`src/rtl/functw_mc.sv`:
```
// functw_mc: multi-channel, pipelined G.726 W(I) lookup with a per-channel rate table.
// Optional illegal-codeword flag/counter is built in when FUNCTW_ILLEGAL_CHK_EN is defined.
module functw_mc #(
    parameter int         NUM_CH   = 4,
    parameter int         CH_W     = 2,
    parameter logic [1:0] RST_RATE = 2'b01,
    parameter int         CNT_W    = 16
) (
    input  logic              clk,
    input  logic              reset,
    input  logic              cfg_we,
    input  logic [CH_W-1:0]   cfg_ch,
    input  logic [1:0]        cfg_rate,
    input  logic              in_valid,
    output logic              in_ready,
    input  logic [CH_W-1:0]   in_ch,
    input  logic [4:0]        in_i,
    output logic              out_valid,
    input  logic              out_ready,
    output logic [CH_W-1:0]   out_ch,
    output logic [1:0]        out_rate,
`ifdef FUNCTW_ILLEGAL_CHK_EN
    output logic [11:0]       out_wi,
    output logic              out_err,
    output logic [CNT_W-1:0]  err_cnt
`else
    output logic [11:0]       out_wi
`endif
);

    localparam int TBL_SZ = 2 ** CH_W;

    if (NUM_CH < 2 || TBL_SZ < NUM_CH || CNT_W < 1) begin : g_bad_param
        $error("functw_mc: illegal parameter combination");
    end

    logic [1:0]        rate_tbl_q [NUM_CH];
    logic [1:0]        rate_lu    [TBL_SZ];
    logic [TBL_SZ-1:0] ch_ok_v;

    // Channels beyond NUM_CH read back the reset rate and force a zero WI.
    for (genvar g = 0; g < TBL_SZ; g++) begin : g_lu
        if (g < NUM_CH) begin : g_in
            assign rate_lu[g] = rate_tbl_q[g];
            assign ch_ok_v[g] = 1'b1;
        end else begin : g_out
            assign rate_lu[g] = RST_RATE;
            assign ch_ok_v[g] = 1'b0;
        end
    end

    function automatic logic [11:0] wi_lookup(input logic [1:0] rate, input logic [4:0] i);
        logic [3:0]  im;
        logic [11:0] wi;
        im = '0;
        wi = '0;
        case (rate)
            2'b00: begin
                im = i[4] ? ~i[3:0] : i[3:0];
                case (im)
                    4'd0:  wi = 12'h00E;  4'd1:  wi = 12'h00E;
                    4'd2:  wi = 12'h018;  4'd3:  wi = 12'h027;
                    4'd4:  wi = 12'h028;  4'd5:  wi = 12'h029;
                    4'd6:  wi = 12'h03A;  4'd7:  wi = 12'h064;
                    4'd8:  wi = 12'h08D;  4'd9:  wi = 12'h0B3;
                    4'd10: wi = 12'h0DB;  4'd11: wi = 12'h118;
                    4'd12: wi = 12'h166;  4'd13: wi = 12'h1B8;
                    4'd14: wi = 12'h211;  default: wi = 12'h2B8;
                endcase
            end
            2'b01: begin
                im = {1'b0, (i[3] ? ~i[2:0] : i[2:0])};
                case (im[2:0])
                    3'd0: wi = 12'hFF4;  3'd1: wi = 12'h012;
                    3'd2: wi = 12'h029;  3'd3: wi = 12'h040;
                    3'd4: wi = 12'h070;  3'd5: wi = 12'h0C6;
                    3'd6: wi = 12'h163;  default: wi = 12'h462;
                endcase
            end
            2'b10: begin
                im = {2'b00, (i[2] ? ~i[1:0] : i[1:0])};
                case (im[1:0])
                    2'd0: wi = 12'hFFC;  2'd1: wi = 12'h01E;
                    2'd2: wi = 12'h089;  default: wi = 12'h246;
                endcase
            end
            default: begin
                im = {3'b000, (i[1] ? ~i[0] : i[0])};
                wi = im[0] ? 12'h1B7 : 12'hFEA;
            end
        endcase
        return wi;
    endfunction

    logic              out_valid_q, out_valid_d;
    logic [CH_W-1:0]   out_ch_q,    out_ch_d;
    logic [1:0]        out_rate_q,  out_rate_d;
    logic [11:0]       out_wi_q,    out_wi_d;
    logic              accept;
    logic [1:0]        lu_rate;

    assign in_ready = !out_valid_q || out_ready;
    assign accept   = in_valid && in_ready;
    assign lu_rate  = rate_lu[in_ch];

    always_comb begin
        out_valid_d = out_valid_q;
        out_ch_d    = out_ch_q;
        out_rate_d  = out_rate_q;
        out_wi_d    = out_wi_q;
        if (accept) begin
            out_valid_d = 1'b1;
            out_ch_d    = in_ch;
            out_rate_d  = lu_rate;
            out_wi_d    = ch_ok_v[in_ch] ? wi_lookup(lu_rate, in_i) : 12'h000;
        end else if (out_ready) begin
            out_valid_d = 1'b0;
        end
    end

    // Table write lands after this cycle's lookup, so a colliding sample sees the old rate.
    always_ff @(posedge clk) begin
        if (reset) begin
            for (int k = 0; k < NUM_CH; k++) rate_tbl_q[k] <= RST_RATE;
            out_valid_q <= 1'b0;
            out_ch_q    <= '0;
            out_rate_q  <= '0;
            out_wi_q    <= '0;
        end else begin
            if (cfg_we) begin
                for (int k = 0; k < NUM_CH; k++)
                    if (cfg_ch == CH_W'(k)) rate_tbl_q[k] <= cfg_rate;
            end
            out_valid_q <= out_valid_d;
            out_ch_q    <= out_ch_d;
            out_rate_q  <= out_rate_d;
            out_wi_q    <= out_wi_d;
        end
    end

    assign out_valid = out_valid_q;
    assign out_ch    = out_ch_q;
    assign out_rate  = out_rate_q;
    assign out_wi    = out_wi_q;

`ifdef FUNCTW_ILLEGAL_CHK_EN
    logic             ill;
    logic             out_err_q, out_err_d;
    logic [CNT_W-1:0] err_cnt_q, err_cnt_d;

    always_comb begin
        case (lu_rate)
            2'b00:   ill = 1'b0;
            2'b01:   ill = in_i[4];
            2'b10:   ill = |in_i[4:3];
            default: ill = |in_i[4:2];
        endcase
        out_err_d = accept ? ill : out_err_q;
        err_cnt_d = err_cnt_q;
        if (accept && ill && (err_cnt_q != '1)) err_cnt_d = err_cnt_q + 1'b1;
    end

    always_ff @(posedge clk) begin
        if (reset) begin
            out_err_q <= 1'b0;
            err_cnt_q <= '0;
        end else begin
            out_err_q <= out_err_d;
            err_cnt_q <= err_cnt_d;
        end
    end

    assign out_err = out_err_q;
    assign err_cnt = err_cnt_q;
`endif

endmodule

```
`config.mk`:
```
export PLATFORM = sky130hd
export DESIGN_NAME = functw_mc
export DESIGN_NICKNAME = d
export VERILOG_FILES = /design/src/rtl/functw_mc.sv
export SDC_FILE = /design/constraint.sdc
export NUM_CORES = 1
export LEC_CHECK = 0
export BUFFER_PORTS_ARGS = -buffer_cell sky130_fd_sc_hd__buf_2
export CAP_MARGIN = 20
export CORE_ASPECT_RATIO = 0.5
export CORE_UTILIZATION = 35
export DETAILED_ROUTE_END_ITERATION = 8
export RECOVER_POWER = 50
export SLEW_MARGIN = 20
export SYNTH_ARGS = -nofsm -noshare
export SYNTH_HDL_FRONTEND = slang
export SYNTH_SLANG_ARGS = --single-unit
```
`constraint.sdc`:
```
create_clock -name clk -period 6.7 [get_ports clk]
set_input_delay 0.67 -clock clk [delete_from_list [all_inputs] [get_ports clk]]
set_output_delay 0.67 -clock clk [all_outputs]
set_load 0.05 [all_outputs]
```
---- After elaboration in Yosys (flattened, before gate mapping) ----
Memories as Yosys holds them, arrays and structs flattened.
Index checks and enable logic that the tools add are counted.
word-level totals
  memory bits (read-only) ................. 160
  memory bits (writable) .................. 8
  memories ................................ 2
  register bits after elaboration ......... 17
  logic and storage cells ................. 76
cells by class
  equality and inequality tests ........... 13
  muxes and demuxes ....................... 38
  reduce and logical (&&, ||, !) cells .... 8
  bitwise gates (word level) .............. 9
  magnitude comparators ................... 2
memory list
  name             words  width  rd ports  clocked after memory_dff  write ports  RTL line  RTL
  (no name shown)  16     10     1         0                         0            60        case (im)
  rate_tbl_q       4      2      4         0                         4            37        logic [1:0] rate_tbl_q [NUM_CH];
operators with widths
  kind                                                        count
  case mux 12 bit (7 select lines)                            1
  case mux 12 bit (3 select lines)                            2
  2-to-1 mux 12 bit                                           2
  2-to-1 mux 1 bit                                            22
  2-to-1 mux 2 bit                                            7
  == test 3 bit, second input constant                        3
  == test 2 bit, second input constant                        4
  == test 2 x 1 -> 1 bit, second input constant               3
  == test 3 x 2 -> 1 bit, second input constant               2
  zero test 2 bit                                             3
  binary-select mux 2 bit (select 2 bit)                      1
  2-to-1 mux 4 bit                                            1
  NOT 4 bit                                                   1
  OR 1 bit                                                    4
  == test 3 x 1 -> 1 bit, second input constant               1
  >= comparator 3 bit, second input constant                  1
  zero test 3 bit                                             1
  less-than comparator 2 x 3 -> 1 bit, second input constant  1
  2-to-1 mux 3 bit                                            1
  NOT 2 -> 3 bit                                              1
  NOT 3 bit                                                   1
  binary-select mux 1 bit (select 2 bit)                      1
  NOT 2 bit                                                   1
  nonzero test 2 bit                                          1
  other kinds (4)                                             4

---- Logic depth before layout (Yosys ltp) ----
  depth after elaboration ................. 7
  depth in mapped cells ................... 10

---- Worst setup path before layout ----
Ideal clock, no wire load.
  path type ............................... input to register
  start ................................... input port in_i[1]
  end ..................................... register out_wi_q[5] (netlist: out_wi[5])
  setup time .............................. 70 ps
  arrival time ............................ 2889 ps
  stages on the path ...................... 10
  setup slack ............................. 3741 ps
  path through ............................ clkbuf_1 > buf_1 > xnor2_1 > inv_1 > ha_1 > and2_1 > mux4_2 > o31ai_1 > o211ai_1 > a21oi_1
between the ends
  longest elaborated chain between the ends .. 6
  elaborated cells between the ends (all ways) .. 21
  classes of those cells .................. 8 x eq/ne; 7 x mux; 3 x bitwise; 2 x reduce/logical; 1 x memory
ends and longest elaborated chain
  element                                                                       RTL line  RTL
  from (decl)                                                                   17        input logic [4:0] in_i,
  parallel branches: the longest is 4 deep, another holds memory (16 x 10 bit)  --
  case mux 12 bit (3 select lines) *                                            57        case (rate)
  2-to-1 mux 12 bit *                                                           115       out_wi_d = ch_ok_v[in_ch] ? wi_lookup(lu_rate, in_i) : 12'h000;
  to (signal assigned)                                                          137       out_wi_q <= out_wi_d;
  to (decl)                                                                     98        logic [11:0] out_wi_q, out_wi_d;
Every way passes the cells marked *.
A chain may end at the register's enable or synchronous reset.

---- Worst setup path after layout ----
  start ................................... input port in_i[0]
  end ..................................... register out_wi_q[5] (netlist: out_wi[5])
The elaborated chain is that of the path after synthesis.

==> results.ini <==
[floorplan]
fp.dieH_um=57.7
rows=19
start_util_pct=37.9
num_io_pins=34
dieArea_um2=6540
core_region_area_um2=5730
fp.dieW_um=113

[global_routing]
grt_max_degree=29
grt_pass1_wl_mm=8.79
grt_pass1_vias=1809
antenna_found_initial=0
gr-usage-all-layers_pct=16.7
overflow=0

[sta]
fin_crit_sh_pct=41.6
setup-tns-final_ns=0
slew_headroom_pct=26.2
period_needed_ns=2.79
slew_violations=0
fin_worst_skew_ns=0.00483
worst_slew_pin_slew_ns=1.11
hold_violations=0
setup_viol=0
rsz0062_at_grt=false
fmax_mhz=359

[place]
hpwl_mm=3.88
dpl.cell_count=358
gp_congestion=0.896
io_buffers=33

[worst_setup_path]
crit_required_ns=6.88
crit_buf_inv=2
slowest_delay_ns=0.44
path_delay_family=compound AO/OA/AOI/OAI gates
critPathSlowestCell=mux4_2
end_kind=flip-flop
crit_chain=buf_2, xor2_1, inv_1, ha_1, and2_1, mux4_2, o31ai_1, o211ai_1, a21oi_1
path_class=primary input to flip-flop
crit_path_max_fanout=22
cp.arrival_ns=2.97
critPathLaunchType=primary input
crit_start=in_i[0]
reg2reg_from=rate_tbl_q[3][1]$_SDFFCE_PN0P_

[logic_synthesis]
synth-compound-area-share_pct=25.6
synth_area_leader_cell=dfxtp_1
synth_fa_ha_area_share_pct=6.91
synth_mux_area_share_pct=7.66
synthesis.nets=295
synth_area_um2=2170
ys_top_cells_by_area=dfxtp_1 16%, edfxtp_1 11%, ha_1 6.9%
syn-instance-count=267
synth_xor_area_share_pct=3.23
synth_edf_count=8
synth_flop_cell=dfxtp_1
synthDominantCellAreaShare_pct=15.7
yosysSeqAreaShare_pct=26.7
ys_types=57
ys_ff_latch=25
synth_top_family_by_area=compound AO/OA/AOI/OAI gates
synth-simple-area-share_pct=21.8
ys_async_sr_fraction_pct=0
yosys_warnings=0
synth.avg_cell_area_um2=8.14

[final_layout]
area_growth_pct=9.10
final_common_cell=nand2_1
antenna_cells=0
drive_above_1_share_pct=13.7
seqCellArea_um2=581
nNetsFinal=307
multiInputGateArea_um2=1420
layout_common_cells=28 x nand2_1, 22 x buf_2, 21 x a21oi_1
fin_cells=362
fillers=586

[power_and_ir_drop]
power_leakage_uw=0.000938
power.density_nw_per_um2=206
peakVddDrop_mv=0.0933

[cts]
postCtsHoldBufs=0
cts_buffers=3
cts_setup_buffers=0
cts.repair.resized=0
clkTransAtPathRegs_ns=0.07
cts_tree=yes
cts_max_path_buffers=2
cts.sinks=25
clk_latency_ns=0.26
cts_max_level=1
cts-root-buf=clkbuf_16

[drt]
routed_wl_mm=5.31
drc=0
ant_nets=0
first_pass_iters=4
via_per_inst=5.50
drtIter0Drc=74
wl_per_cell_um=14.7
vias=1990

[min_path]
hp-class=flip-flop to flip-flop
hp-start=out_wi[3]$_SDFFE_PP0P_

[job]
cap_viol_max_count=0

[status]
status=finished, final reports clean

==> kinds of logic after synthesis <==
family / Yosys count
xor gates and xnor gates: 8
AOI/OAI and AO/OA: 82
and+or+nand+nor: 92
buffers and inverters: 36
DFF: 25
adders and majority gates: 12
muxes: 12
==> power by group <==
part	internal (uW)	leakage, uW	total (uW)	switching (uW)
logic	57.1	0.000678	177	119
registers	170	0.000219	177	7.10
clock network	80.5	0.0000409	136	55.4
==> worst reg2reg max path, delay by kind of cell, from the launching register on <==
family / cells / cell delay [ns]
AO/OA/AOI/OAI: 3 / 0.77
multiplexers: 1 / 0.74
flip-flops: 1 / 0.40
AND/OR/NAND/NOR: 1 / 0.05
==> per-stage QoR <==
| step | power, uW | area [um2] | utilization (%) | hold WS (ns) | setup WS (ns) |
|---|---|---|---|---|---|
| floorplan | 323 | 2170 | - | 0.671 | 3.74 |
| global placement | 355 | 2300 | 40.2 | 0.444 | 3.79 |
| detailed placement | 357 | 2300 | 40.2 | 0.448 | 3.67 |
| CTS | 494 | 2380 | 41.6 | 0.461 | 3.93 |
| global route | 516 | 2370 | 41.4 | 0.489 | 3.65 |
| finish | 489 | 2370 | 41.4 | 0.456 | 3.91 |
==> worst paths after layout <==
check | to | slack (ns) | cells after the start
hold / removal | out_wi[3]$_SDFFE_PP0P_ | 0.46 | 2
hold reg to reg | out_wi[3]$_SDFFE_PP0P_ | 0.46 | 2
setup / recovery | out_wi[5]$_SDFFE_PP0P_ | 3.91 | 9
setup reg to reg | out_wi[9]$_SDFFE_PP0P_ | 4.59 | 5
==> state kept, by name (all words and copies together) (netlist names) <==
register / count
rate_tbl_q: 8
out_ch: 2
out_valid: 1
out_rate: 2
out_wi: 12
==> per-layer routing <==
| layer | global-route usage, % | share of wire [%] |
|---|---|---|
| met1 | 23.5 | 48 |
| met5 | 0 | 0 |
| met2 | 28.1 | 45 |
| met3 | 1.99 | 6.4 |
| met4 | 2.82 | 0.57 |
==> Yosys cell counts (4+ instances only) <==
cell and number:
inv_1 9, ha_1 12, dfxtp_1 17, nor3b_1 5
nand2_1 28, buf_6 4, nand2b_1 8, mux2_2 4
nor2_1 19, o211ai_1 7, buf_2 9, nand3_1 6
mux2i_1 5, nor2b_1 7, a31oi_1 4, buf_1 4
nand3b_1 4, xnor2_1 5, edfxtp_1 8, clkbuf_1 9
a21oi_1 21, a21o_1 5, o21ai_0 13
==> area by class of cell <==
type,count,share of cell area (%)
timing repair buffer,33,6.39
clock buffer,3,3.17
clock inverter,1,0.211
sequential,25,24.5
inverter,10,1.58
tap,84,4.44
multi-input combinational,206,59.7
Note: power is estimated with default switching activity, not from simulation.
